===== src/rtl/prog_seq_pkg.sv =====
// prog_seq_pkg
// Shared types and helpers for the program run controller.
//   state_t         : controller states IDLE, INIT, LOAD, RUN, DONE
//   prog_id_t       : 2-bit program identifier (0 is not a valid program)
//   DEF_PROGn_PC    : default start addresses of the three programs
//   prog_start_addr : maps a program id onto its start address
package prog_seq_pkg;

   typedef enum logic [2:0] {
      IDLE,
      INIT,
      LOAD,
      RUN,
      DONE
   } state_t;

   typedef logic [1:0] prog_id_t;

   localparam int unsigned DEF_PROG1_PC = 0;
   localparam int unsigned DEF_PROG2_PC = 256;
   localparam int unsigned DEF_PROG3_PC = 512;

   // The caller supplies the three addresses so per-instance overrides are
   // honoured; id 0 never reaches LOAD, so its result is only a safe default.
   function automatic int unsigned prog_start_addr(
      input prog_id_t    id,
      input int unsigned p1,
      input int unsigned p2,
      input int unsigned p3
   );
      case (id)
         2'd1:    return p1;
         2'd2:    return p2;
         2'd3:    return p3;
         default: return 0;
      endcase
   endfunction

endpackage


===== src/rtl/sat_counter.sv =====
// sat_counter
// Up-counter that sticks at all-ones instead of wrapping.
//   clk    : clock, rising edge
//   rst    : asynchronous active-high reset, clears the count
//   clear  : synchronous clear, has priority over enable
//   enable : count up by one on this edge
//   count  : current value
module sat_counter #(
   parameter int CNT_W = 16
) (
   input  logic             clk,
   input  logic             rst,
   input  logic             clear,
   input  logic             enable,
   output logic [CNT_W-1:0] count
);

   // Holding at all-ones keeps an overlong run from reporting a small count.
   always_ff @(posedge clk or posedge rst) begin
      if (rst) begin
         count <= '0;
      end else if (clear) begin
         count <= '0;
      end else if (enable && (count != '1)) begin
         count <= count + CNT_W'(1);
      end
   end

endmodule


===== src/rtl/prog_sequencer.sv =====
// prog_sequencer
// Run controller for the fetch/execute core. A start request selects one of
// three programs; the core is held in init, its PC is loaded with the
// program's start address, the core runs until halt, and is then frozen
// while completion and the run's cycle count are reported.
//
// Optional build macro PROG_SEQ_WATCHDOG_EN: aborts a run that reaches
// WDOG_LIMIT RUN cycles without halt and flags it on timeout. The
// WDOG_LIMIT parameter exists only in that build; otherwise timeout is 0.
//
// Ports:
//   CLK         in  system clock, rising edge
//   init        in  asynchronous active-high reset
//   start       in  run request, sampled each edge
//   prog_sel    in  program to run (1..3), sampled with start
//   halt        in  core halt flag
//   core_init   out holds the core in init/freeze
//   pc_load     out one-cycle load strobe to the PC
//   start_pc    out address to load, valid while pc_load=1
//   prog_id     out program of the current/last run
//   busy        out high in INIT, LOAD, RUN
//   done        out high in DONE
//   err         out one-cycle pulse for a start with prog_sel=0
//   cycle_count out RUN cycles of the current/last run
//   timeout     out watchdog abort flag
module prog_sequencer
   import prog_seq_pkg::*;
#(
   parameter int          PC_W        = 10,
   parameter int          CNT_W       = 16,
   parameter int          INIT_CYCLES = 2,
   parameter int unsigned PROG1_PC    = DEF_PROG1_PC,
   parameter int unsigned PROG2_PC    = DEF_PROG2_PC,
   parameter int unsigned PROG3_PC    = DEF_PROG3_PC
`ifdef PROG_SEQ_WATCHDOG_EN
   ,
   parameter int unsigned WDOG_LIMIT  = 4096
`endif
) (
   input  logic             CLK,
   input  logic             init,
   input  logic             start,
   input  logic [1:0]       prog_sel,
   input  logic             halt,
   output logic             core_init,
   output logic             pc_load,
   output logic [PC_W-1:0]  start_pc,
   output prog_id_t         prog_id,
   output logic             busy,
   output logic             done,
   output logic             err,
   output logic [CNT_W-1:0] cycle_count,
   output logic             timeout
);

   // Wide enough to hold INIT_CYCLES-1, never narrower than one bit.
   localparam int INIT_W = (INIT_CYCLES > 1) ? $clog2(INIT_CYCLES) : 1;

   state_t            state;
   logic [INIT_W-1:0] init_cnt;
   logic              accept;
   logic              run_en;
   logic              wdog_hit;

   // A start is only honoured from IDLE or DONE and only for a real program.
   assign accept = (state == IDLE || state == DONE) && start && (prog_sel != 2'd0);
   assign run_en = (state == RUN);

   sat_counter #(
      .CNT_W (CNT_W)
   ) u_cycle_cnt (
      .clk    (CLK),
      .rst    (init),
      .clear  (accept),
      .enable (run_en),
      .count  (cycle_count)
   );

`ifdef PROG_SEQ_WATCHDOG_EN
   // The limit edge is the one on which the counter steps to WDOG_LIMIT.
   assign wdog_hit = run_en && (cycle_count == CNT_W'(WDOG_LIMIT - 1));

   // A halt on the limit cycle is a normal completion, not an abort.
   always_ff @(posedge CLK or posedge init) begin
      if (init) begin
         timeout <= 1'b0;
      end else if (accept) begin
         timeout <= 1'b0;
      end else if (wdog_hit && !halt) begin
         timeout <= 1'b1;
      end
   end
`else
   assign wdog_hit = 1'b0;
   assign timeout  = 1'b0;
`endif

   // Controller state and all registered outputs. Transitions update the
   // outputs for the state being entered so they line up with that state.
   always_ff @(posedge CLK or posedge init) begin
      if (init) begin
         state     <= IDLE;
         init_cnt  <= '0;
         core_init <= 1'b1;
         pc_load   <= 1'b0;
         start_pc  <= '0;
         prog_id   <= '0;
         busy      <= 1'b0;
         done      <= 1'b0;
         err       <= 1'b0;
      end else begin
         err     <= 1'b0;
         pc_load <= 1'b0;
         case (state)
            IDLE, DONE: begin
               if (start) begin
                  if (prog_sel != 2'd0) begin
                     state    <= INIT;
                     prog_id  <= prog_sel;
                     done     <= 1'b0;
                     busy     <= 1'b1;
                     init_cnt <= INIT_W'(INIT_CYCLES - 1);
                  end else begin
                     err <= 1'b1;
                  end
               end
            end
            INIT: begin
               if (init_cnt == '0) begin
                  state     <= LOAD;
                  core_init <= 1'b0;
                  pc_load   <= 1'b1;
                  start_pc  <= PC_W'(prog_start_addr(prog_id, PROG1_PC, PROG2_PC, PROG3_PC));
               end else begin
                  init_cnt <= init_cnt - INIT_W'(1);
               end
            end
            LOAD: begin
               state <= RUN;
            end
            RUN: begin
               if (halt || wdog_hit) begin
                  state     <= DONE;
                  busy      <= 1'b0;
                  done      <= 1'b1;
                  core_init <= 1'b1;
               end
            end
            default: begin
               state <= IDLE;
            end
         endcase
      end
   end

endmodule

===== config.mk =====
export PLATFORM = sky130hd
export DESIGN_NAME = prog_sequencer
export DESIGN_NICKNAME = d
export VERILOG_FILES = /design/src/rtl/prog_seq_pkg.sv /design/src/rtl/sat_counter.sv /design/src/rtl/prog_sequencer.sv
export SDC_FILE = /design/constraint.sdc
export NUM_CORES = 1
export LEC_CHECK = 0
export CORE_MARGIN = 1.5
export CORE_UTILIZATION = 40
export CTS_CLUSTER_SIZE = 12
export DETAILED_ROUTE_END_ITERATION = 10
export GPL_TIMING_DRIVEN = 0
export PLACE_DENSITY_LB_ADDON = 0.08
export SETUP_SLACK_MARGIN = 0.5
export SLEW_MARGIN = 20
export SYNTH_ARGS = -nofsm -noshare
export SYNTH_HDL_FRONTEND = slang
export SYNTH_SLANG_ARGS = --single-unit
export TNS_END_PERCENT = 1

===== constraint.sdc =====
create_clock -name CLK -period 4 [get_ports CLK]
set_input_delay 0.8 -clock CLK [delete_from_list [all_inputs] [get_ports CLK]]
set_output_delay 0.8 -clock CLK [all_outputs]
set_load 0.02 [all_outputs]

# Word level (Yosys, flattened, before mapping)
# Cells that the tools add are included.
# op_classes
reduce_logical	17
n_eq_ne	11
addsub	2
n_bitwise	1
mux	25
# op_table
cell	n
16-bit 2-to-1 mux	2
10-bit one-hot mux with 2 select lines	1
16-bit by 1-bit adder with 16-bit output (second input constant)	1
16-bit != test (second input constant)	1
1-bit 2-to-1 mux	13
3-bit 2-to-1 mux	4
3-bit one-hot mux with 4 select lines	1
2-bit nonzero test	5
3-bit AND reduction	3
2-bit != test (second input constant)	4
1-bit one-hot mux with 2 select lines	4
4-bit AND reduction	2
3-bit by 2-bit equality test with 1-bit output (second input constant)	2
2-bit equality test (second input constant)	2
3-bit by 1-bit equality test with 1-bit output (second input constant)	1
3-bit equality test (second input constant)	1
1-bit logical AND	3
3-bit zero test	1
2-bit AND reduction	1
2-bit OR reduction	1
1-bit logical OR	1
1-bit NOT	1
1-bit subtractor (second input constant)	1
# word_totals
out_inout_bits	34
reg_bits	37
inputBits	6
wordCells	66

# Longest topological paths before layout
# Gate-level depths: netlist (run 1).
# depth
depth_word	5
depth_mapped	6
ltp_nobuf	6

# By module
# A second synthesis (run 1) with hierarchy kept.
# unflattened
cells_unflattened	161
area_unflattened_um2	1554.0
# by_module_without_submodules
module	seq_area_each_um2	instances	area_per_inst_um2	cells_each
sat_counter	400.4	1	932.1	101
prog_sequencer	326.6	1	621.8	60

# Worst setup path after synthesis (run 1)
# Ideal clock, no wire load.
# synth_path
path_kind	register to register
startpoint	register u_cycle_cnt.count[0]
endpoint	register u_cycle_cnt.count[10]
path_stages_with_launch	7
required_time_ns	3.882
arrival_ns	1.925
setup_time_ns	0.118
period_less_slack_ns	2.043
n_path_buf	0
slack_ns	1.957
path_cell_list	dfrtp_1 -> ha_1 -> nand4_1 -> nor4_2 -> nor2_2 -> a21o_1 -> a21o_1
# synth_via
elab_chain_len	3
elab_cells_between_ends	6
classes_between	add/sub: 1; eq/ne: 1; mux: 2; reduce/logical: 2
# synth_rtl
element	line	rtl
from (decl)	sat_counter.sv:15	output logic [CNT_W-1:0] count
from (signal assigned)	sat_counter.sv:25	count <= count + CNT_W'(1);
16-bit by 1-bit adder with 16-bit output or 16-bit != test (tied branches)	sat_counter.sv:25, sat_counter.sv:24	
16-bit 2-to-1 mux or 1-bit logical AND (tied branches)	sat_counter.sv:24	end else if (enable && (count != '1)) begin
16-bit 2-to-1 mux or 2-bit nonzero test (tied branches)	n/a	
# Several ways; a longest one is shown, not always the timed one. The select of a mux whose other input is x is not followed.
# A chain may end at the register's enable or synchronous reset.

# Worst setup path in the final report (run 1)
# layout_path
startpoint	input prog_sel[1]
endpoint	register u_cycle_cnt.count[10]
# layout_via
elab_chain_len	3
elab_cells_between_ends	4
classes_between	mux: 1; reduce/logical: 3
# layout_rtl
element	line	rtl
from (decl)	prog_sequencer.sv:43	input logic [1:0] prog_sel,
2-bit nonzero test (*)	prog_sequencer.sv:66	assign accept = (state == IDLE || state == DONE) && start && (prog_sel != 2'd0);
1-bit logical AND (*)	prog_sequencer.sv:66	
16-bit 2-to-1 mux or 2-bit nonzero test (tied branches)	n/a	
# Mark *: on every way between the ends. The rest lies on a longest branch, timed or not.

==> summary.md, run 1 <==
| Metric | Value |
|---|---|
| Fmax | `428 MHz` |
| Number of rows created at floorplan | `22` |
| Area of the mapped netlist | `1530 um2` |
| Post-layout total power | `1.29 mW` |
| Maximum fanout along the worst path | `8` |
| Beginning of the worst register-to-register path | `u_cycle_cnt.count[0]$_DFFE_PP0P_` |
| Largest net degree at the start of global routing | `30` |
| Delay-heaviest family, CP | `compound AO/OA/AOI/OAI gates` |
| Slew headroom | `0.529` |
| Buffer cell driving the clock tree root | `sky130_fd_sc_hd__clkbuf_8` |
| Leading post-synthesis cells by instance count | `sky130_fd_sc_hd__dfrtp_1, sky130_fd_sc_hd__nand2_1, sky130_fd_sc_hd__o21ai_0, sky130_fd_sc_hd__nor2_1, sky130_fd_sc_hd__nand3_1` |
| Sinks on Clock Net | `29` |
| Share of synthesized flip-flops with an asynchronous set or reset | `1.00` |
| HPWL after DPL | `approximately 2.4 mm` |
| H-tree levels | `2` |
| Met1 global-route usage | `0.227` |
| Synthesized area per cell | `9.02 um2` |
| Most common cell in the synthesized netlist | `sky130_fd_sc_hd__dfrtp_1` |
| Tmin final | `2340 ps` |
| Ratio of routed vias to standard cells | `5.16` |
| Mapped Cells | `169` |
| Number of antenna diodes | `0` |
| Count of nets left with antenna violations after detail routing | `0` |
| Slew at the pin closest to its max-slew limit | `~700 ps` |
| WS Path Type | `input pin to register` |
| Number of global-route vias before repair | `roughly 1300` |
| First-pass detailed-route iteration total | `4` |
| Number of buffers inserted for hold repair after clock tree synthesis | `0` |
| Multi-input gate area | `727 um2` |
| Post-synth top area share | `0.459` |
| Congestion Overflow GR | `0` |
| Register bit count reported by yosys | `29` |
| Gpl congestion | `approximately 0.86` |
| FF/Latch Area | `727 um2` |
| Maximum vdd ir drop | `0.000409 V` |
| Cells traversed along the worst timing path | `clkdlybuf4s50_1, o21ai_0, nor3_2, a21oi_4, a21o_1, a21o_1` |
| Worst Hold Path Cells | `2` |
| Worst setup timing slack at the placement stage | `roughly 1400 ps` |
| # Max-Cap Violations | `0` |
| First-pass GRT wire length | `5.74 mm` |
| Number of distinct library cells after synthesis | `37` |
| Floorplan die width | `64.8 um` |
| Final max-slew violation count | `0` |
| Data required time of the worst path | `4180 ps` |
| Crit share post-route | `0.585` |
| Arrival time worst endpoint | `2510 ps` |
| Met2 Track Usage GR | `0.284` |
| Clock Skew | `~6.7 ps` |
| Worst Setup Slack, final | `1660 ps` |
| Slowest Stage Delay on Critical Path | `500 ps` |
| Total routing usage reported by global routing | `0.179` |
| TritonCTS clock tree | `built` |
| Final setup violation count | `0` |
| Number of fill cells | `366` |
| Antenna violations before repair | `0` |
| Nature of the critical path startpoint | `input pin` |
| Number of warnings issued by yosys | `0` |
| HP Start | `start_pc[8]$_DFFE_PP0P_` |
| Number of port buffers | `30` |
| Clk slew on worst S/H paths | `about 70 ps` |
| Slowest stage cell on the critical path | `sky130_fd_sc_hd__clkdlybuf4s50_1` |
| Post-layout util | `0.556` |
| Initial Util | `0.417` |
| Vert. Die Dim | `64.8 um` |
| Result of the run | `completed` |
| Clk Latency, worst-skew pair | `290 ps` |
| Register area share after synthesis | `0.477` |
| Met3 GRT Util | `0.0503` |
| Overall routed net length | `3.29 mm` |
| Setup Total Neg Slack | `0 ps` |
| Total power divided by cell area | `around 630 nW/um2` |
| Initial drt markers | `107` |
| Largest buffer count on any clock path | `2` |
| Minimum setup slack among reg-to-reg paths | `around 1800 ps` |
| Vias after detailed routing | `1357` |
| End point of the worst hold path | `start_pc[8]$_DFFE_PP0P_` |
| Reg-to-reg endpoint | `u_cycle_cnt.count[10]$_DFFE_PP0P_` |
| Residual DRC | `0` |
| Final hold vios | `0` |
| Top cell by count, worst path | `sky130_fd_sc_hd__a21o_1` |
| Post-CTS setup buffers | `0` |
| Total buffers and inverters traversed by the critical path | `1` |
| Cell area after layout | `2040 um2` |
| Number of synthesized flops with an enable pin | `0` |
| Post-cts sizing count | `0` |
| Final hold slack | `490 ps` |
| Top cells by area, synth | `sky130_fd_sc_hd__dfrtp_1, sky130_fd_sc_hd__nand2_1, sky130_fd_sc_hd__o21ai_0, sky130_fd_sc_hd__buf_4, sky130_fd_sc_hd__nand3_1` |
| Post-placement cell area | `1920 um2` |
| WL/cell | `12.5 um` |
| Worst Reg2Reg Path Length in Cells | `6` |
| Post-route insts no fill | `roughly 260` |
| CTS buffer count | `5` |
| Fraction of final layout cells sized beyond drive strength 1 | `0.135` |
| Number of nets in the layout | `221` |
| Endpoint class of the critical path | `register` |
| Count of boundary I/O pins | `40` |
| Kind of path behind the tightest hold check | `register to register` |
| Unrepaired setup endpoints after global routing | `no` |
| Area growth from synthesis to layout | `33.5%` |
| Top flip-flop cell by instance count after synthesis | `sky130_fd_sc_hd__dfrtp_1` |
| Static power due to leakage | `0.891 nW` |
| Floorplan core area | `3660 um2` |
| Post-placement cell count | `approximately 260` |
| Peak-usage layer in the global routing report | `met2` |
| Dominant cell type by area after synthesis | `sky130_fd_sc_hd__dfrtp_1` |
| Die outline area | `4190 um2` |
==> sequential cells by signal (all words and copies together) (netlist names) <==
signal             count
start_pc               2
busy                   1
init_cnt               1
core_init              1
prog_id                2
err                    1
u_cycle_cnt.count     16
state                  3
done                   1
pc_load                1
==> layout by cell type, fill, tap and decap left out, types with 2 or more instances in the layout <==
cell and n:
sky130_fd_sc_hd__nor4_1 5, sky130_fd_sc_hd__nand2_1 27, sky130_fd_sc_hd__clkdlybuf4s50_1 30, sky130_fd_sc_hd__o21ai_0 16
sky130_fd_sc_hd__a21oi_1 3, sky130_fd_sc_hd__and3_1 2, sky130_fd_sc_hd__o21ai_1 8, sky130_fd_sc_hd__xnor2_1 3
sky130_fd_sc_hd__conb_1 9, sky130_fd_sc_hd__dfrtp_1 28, sky130_fd_sc_hd__inv_1 3, sky130_fd_sc_hd__buf_4 9
sky130_fd_sc_hd__nor2_1 12, sky130_fd_sc_hd__nand4_1 4, sky130_fd_sc_hd__nand2b_1 3, sky130_fd_sc_hd__nand3_1 11
sky130_fd_sc_hd__a31oi_1 2, sky130_fd_sc_hd__a21o_1 2, sky130_fd_sc_hd__clkbuf_8 7, sky130_fd_sc_hd__xor2_1 4
sky130_fd_sc_hd__nor3_1 7
==> routing by layer <==
metal  vias up  routed length [um]
met3         7                 157
li1        672                   -
met1       645                1580
met4         0                  59
met5         -                   0
met2        33                1500
==> worst max path at each step <==
stage	slack [ps]	endpoint	cells past startpoint	from
after CTS	1650	u_cycle_cnt.count[10]$_DFFE_PP0P_	6	prog_sel[1]
after global placement	1350	u_cycle_cnt.count[10]$_DFFE_PP0P_	6	prog_sel[1]
after floorplan	1960	u_cycle_cnt.count[10]$_DFFE_PP0P_	6	u_cycle_cnt.count[0]$_DFFE_PP0P_
after global routing	1520	u_cycle_cnt.count[10]$_DFFE_PP0P_	6	prog_sel[1]
final	1660	u_cycle_cnt.count[10]$_DFFE_PP0P_	6	prog_sel[1]
after detailed placement	1360	u_cycle_cnt.count[10]$_DFFE_PP0P_	6	prog_sel[1]
==> layout make-up <==
| cell class | count | area share |
|---|---|---|
| clock inverter | 2 | 0.0184 |
| timing repair buffer | 30 | 0.148 |
| sequential | 29 | 0.357 |
| tap | 48 | 0.0295 |
| clock buffer | 6 | 0.0406 |
| buffer | 11 | 0.0424 |
| multi-input combinational | 133 | 0.357 |
| inverter | 4 | 0.00738 |
==> report_power, final <==
group | internal [mW] | switching (mW) | total [mW]
Clock | 0.202 | 0.117 | 0.319
Sequential | 0.379 | 0.0762 | 0.455
Combinational | 0.216 | 0.295 | 0.512
==> cell families after synthesis <==
family                   share of synthesized area
AND/OR/NAND/NOR                              0.266
AO/OA/AOI/OAI                                0.134
flip-flops                                   0.477
buffers and inverters                       0.0664
XOR/XNOR                                    0.0402
adder cells (fa/ha/maj)                    0.00820
other                                      0.00246
multiplexers                               0.00656
==> tightest hold or removal path, cell delays in order, from the launching register on <==
cell and delay, ps:
sky130_fd_sc_hd__dfrtp_1 350, sky130_fd_sc_hd__nand2_1 50, sky130_fd_sc_hd__o21ai_0 60
No activity file was read; power rests on OpenSTA's default activity.
==> run 2, diff against run 1 <==
==> constraint.sdc (replaced) <==
create_clock -name CLK -period 1.9 [get_ports CLK]
set_input_delay 0.38 -clock CLK [delete_from_list [all_inputs] [get_ports CLK]]
set_output_delay 0.38 -clock CLK [all_outputs]
set_load 0.02 [all_outputs]
==> summary.md, run 2 (synthesized netlist as in run 1, its figures left out) <==
| Metric | Value |
|---|---|
| Result of the run | `completed (unchanged)` |
| Cell internal pwr | `1.59 mW (was 797 uW)` |
| Most used cells in the layout excluding fill and tap cells | `sky130_fd_sc_hd__clkdlybuf4s50_1, sky130_fd_sc_hd__nand2_1, sky130_fd_sc_hd__buf_4 (was sky130_fd_sc_hd__clkdlybuf4s50_1, sky130_fd_sc_hd__dfrtp_1, sky130_fd_sc_hd__nand2_1)` |
| Fmax | `568 MHz` |
| TritonCTS clock tree | `built (unchanged)` |
| First-pass GRT wire length | `6.22 mm (was 5.74 mm)` |
| Most common library cell in the layout ignoring fill and taps | `sky130_fd_sc_hd__clkdlybuf4s50_1 (unchanged)` |
| Data required time of the worst path | `2110 ps (was 4180 ps)` |
| Number of nets in the layout | `232 (was 221)` |
| Die outline area | `4190 um2 (unchanged)` |
| Maximum fanout along the worst path | `8 (unchanged)` |
| Cell area after layout | `2150 um2 (was 2040 um2)` |
| Crit share post-route | `0.927` |
| Endpoint class of the critical path | `register (unchanged)` |
| Slowest stage cell on the critical path | `sky130_fd_sc_hd__or4_4 (was sky130_fd_sc_hd__clkdlybuf4s50_1)` |
| Worst Reg2Reg Path Length in Cells | `5 (was 6)` |
| Largest buffer count on any clock path | `2 (unchanged)` |
| First-pass detailed-route iteration total | `4 (unchanged)` |
| Nature of the critical path startpoint | `register (was input pin)` |
| Ratio of routed vias to standard cells | `5.22 (was 5.16)` |
| Initial Util | `0.417 (unchanged)` |
| Vert. Die Dim | `64.8 um (unchanged)` |
| Number of port buffers | `30 (unchanged)` |
| Total routing usage reported by global routing | `0.193 (was 0.179)` |
| Sequential fraction of design power | `0.363 (was 0.354)` |
| Slew headroom | `0.608 (was 0.529)` |
| Count of boundary I/O pins | `40 (unchanged)` |
| # Max-Cap Violations | `0 (unchanged)` |
| Sinks on Clock Net | `29 (unchanged)` |
| Post-layout total power | `2.66 mW (was 1.29 mW)` |
| Arrival time worst endpoint | `1970 ps (was 2510 ps)` |
| Post-placement cell area | `1950 um2 (was 1920 um2)` |
| Number of fill cells | `348 (was 366)` |
| Fraction of final layout cells sized beyond drive strength 1 | `0.239 (was 0.135)` |
| Cells traversed along the worst timing path | `nand4_4, or4_4, a21oi_4, a21o_1, a21o_1 (was clkdlybuf4s50_1, o21ai_0, nor3_2, a21oi_4, a21o_1, a21o_1)` |
| Number of rows created at floorplan | `22 (unchanged)` |
| Antenna violations before repair | `0 (unchanged)` |
| Clock share of power | `0.193 (was 0.248)` |
| Number of global-route vias before repair | `1404 (was 1250)` |
| Final max-slew violation count | `0 (unchanged)` |
| Congestion Overflow GR | `0 (unchanged)` |
| Switching fraction of total power | `0.401 (was 0.380)` |
| CTS buffer count | `5 (unchanged)` |
| Delay-heaviest family, CP | `simple AND/OR/NAND/NOR gates (was compound AO/OA/AOI/OAI gates)` |
| Max FFs per register | `16 (unchanged)` |
| Vias after detailed routing | `1430 (was 1357)` |
| Kind of path behind the tightest hold check | `input pin to async pin (was register to register)` |
| Number of stages on the worst setup path | `5 (was 6)` |
| Unrepaired setup endpoints after global routing | `yes (was no)` |
| Number of antenna diodes | `0 (unchanged)` |
| Comb pwr share | `0.444 (was 0.398)` |
| Final hold slack | `490 ps (about the same)` |
| Total power divided by cell area | `1240 nW/um2 (was 632 nW/um2)` |
| Initial drt markers | `66 (was 107)` |
| Slew at the pin closest to its max-slew limit | `586 ps (was 701 ps)` |
| Top cell by count, worst path | `sky130_fd_sc_hd__a21o_1 (unchanged)` |
| Total buffers and inverters traversed by the critical path | `0 (was 1)` |
| Final setup violation count | `0 (unchanged)` |
| Clk Latency, worst-skew pair | `270 ps (was 290 ps)` |
| Count of nets left with antenna violations after detail routing | `0 (unchanged)` |
| Gpl congestion | `0.846 (was 0.863)` |
| H-tree levels | `2 (unchanged)` |
| WS Path Type | `register to register (was input pin to register)` |
| Maximum vdd ir drop | `0.000722 V (was 0.000409 V)` |
| Critical path launch point | `u_cycle_cnt.count[13]$_DFFE_PP0P_ (was prog_sel[1])` |
| Tmin final | `1760 ps` |
| Area growth from synthesis to layout | `40.9% (was 33.5%)` |
| Largest net degree at the start of global routing | `30 (unchanged)` |
| Static power due to leakage | `0.944 nW (was 0.891 nW)` |
| Floorplan die width | `64.8 um (unchanged)` |
| Setup Total Neg Slack | `0 ps (unchanged)` |
| Clk slew on worst S/H paths | `60 ps (was 70 ps)` |
| Slowest Stage Delay on Critical Path | `600 ps (was 500 ps)` |
| FF/Latch Area | `742 um2 (was 727 um2)` |
| Net switching power | `1.06 mW (was 489 uW)` |
| Final hold vios | `0 (unchanged)` |
| Buffer cell driving the clock tree root | `sky130_fd_sc_hd__clkbuf_8 (unchanged)` |
| Beginning of the worst register-to-register path | `u_cycle_cnt.count[13]$_DFFE_PP0P_ (was u_cycle_cnt.count[0]$_DFFE_PP0P_)` |
| Overall routed net length | `3.67 mm (was 3.29 mm)` |
| Biggest regs | `u_cycle_cnt.count (16), state (3) (unchanged)` |
| Multi-input gate area | `776 um2 (was 727 um2)` |
| Residual DRC | `0 (unchanged)` |
| HPWL after DPL | `2.55 mm (was 2.35 mm)` |
| WL/cell | `13.4 um (was 12.5 um)` |
| Clock Skew | `5.67 ps (was 6.72 ps)` |
| Floorplan core area | `3660 um2 (unchanged)` |
| Reg with most FFs | `u_cycle_cnt.count (unchanged)` |
-- run 2: cell types whose count changed in the layout (fill, tap and decap cells not counted), moves of 2 or more --
cell | previous run | this run
sky130_fd_sc_hd__dfrtp_2 | 0 | 12
sky130_fd_sc_hd__dlygate4sd2_1 | 0 | 2
sky130_fd_sc_hd__buf_4 | 9 | 20
sky130_fd_sc_hd__clkdlybuf4s50_1 | 30 | 28
sky130_fd_sc_hd__dfrtp_1 | 28 | 16
sky130_fd_sc_hd__clkbuf_1 | 0 | 2
-- run 2: power groups by stage --
stage / registers (mW) / clock network, mW / logic, mW
after floorplan: 1.11 / 0 / 0.536
after global placement: 0.971 / 0 / 1.10
after global routing: 0.988 / 0.558 / 1.29
after detailed placement: 0.980 / 0 / 1.12
final: 0.965 / 0.513 / 1.18
after CTS: 0.970 / 0.522 / 1.16
-- run 2: repair_timing --
action,CTS,global route
setup buffers,10,1
pin swaps,3,2
gates resized for setup,9,3
hold buffers,0,0
endpoints found under the setup margin,74,46
gates cloned,0,0
-- run 2: final cells by class --
type / instances / share of cell area
Multi-Input combinational cell: 133 / 0.361
Buffer: 11 / 0.0402
Sequential cell: 29 / 0.345
Timing Repair Buffer: 41 / 0.177
Inverter: 4 / 0.00698
Tap cell: 48 / 0.0279
Clock buffer: 8 / 0.0419
-- run 2: per-layer routing --
metal / GRT usage / routed length [um] / vias to the layer above
met2: 0.304 / 1760 / 54
li1: - / - / 689
met3: 0.0417 / 240 / 4
met4: 0.0745 / 38 / 0
met5: 0 / 0 / -
met1: 0.259 / 1630 / 683
-- run 2: worst paths after layout --
check                      slack, ps                           endpoint
max                              140  u_cycle_cnt.count[10]$_DFFE_PP0P_
min                              490             prog_id[0]$_DFFE_PP0P_
max reg2reg                      140  u_cycle_cnt.count[10]$_DFFE_PP0P_
min reg2reg                      490            start_pc[8]$_DFFE_PP0P_
max in group asynchronous        980  u_cycle_cnt.count[11]$_DFFE_PP0P_
min in group CLK                 490            start_pc[8]$_DFFE_PP0P_
-- run 2: stage by stage --
step	setup slack, ps	std cells	utilization
floorplan	133	177	-
global placement	-344	255	0.532
detailed placement	-314	255	0.532
CTS	122	273	0.582
global route	38.4	274	0.587
finish	139	274	0.587
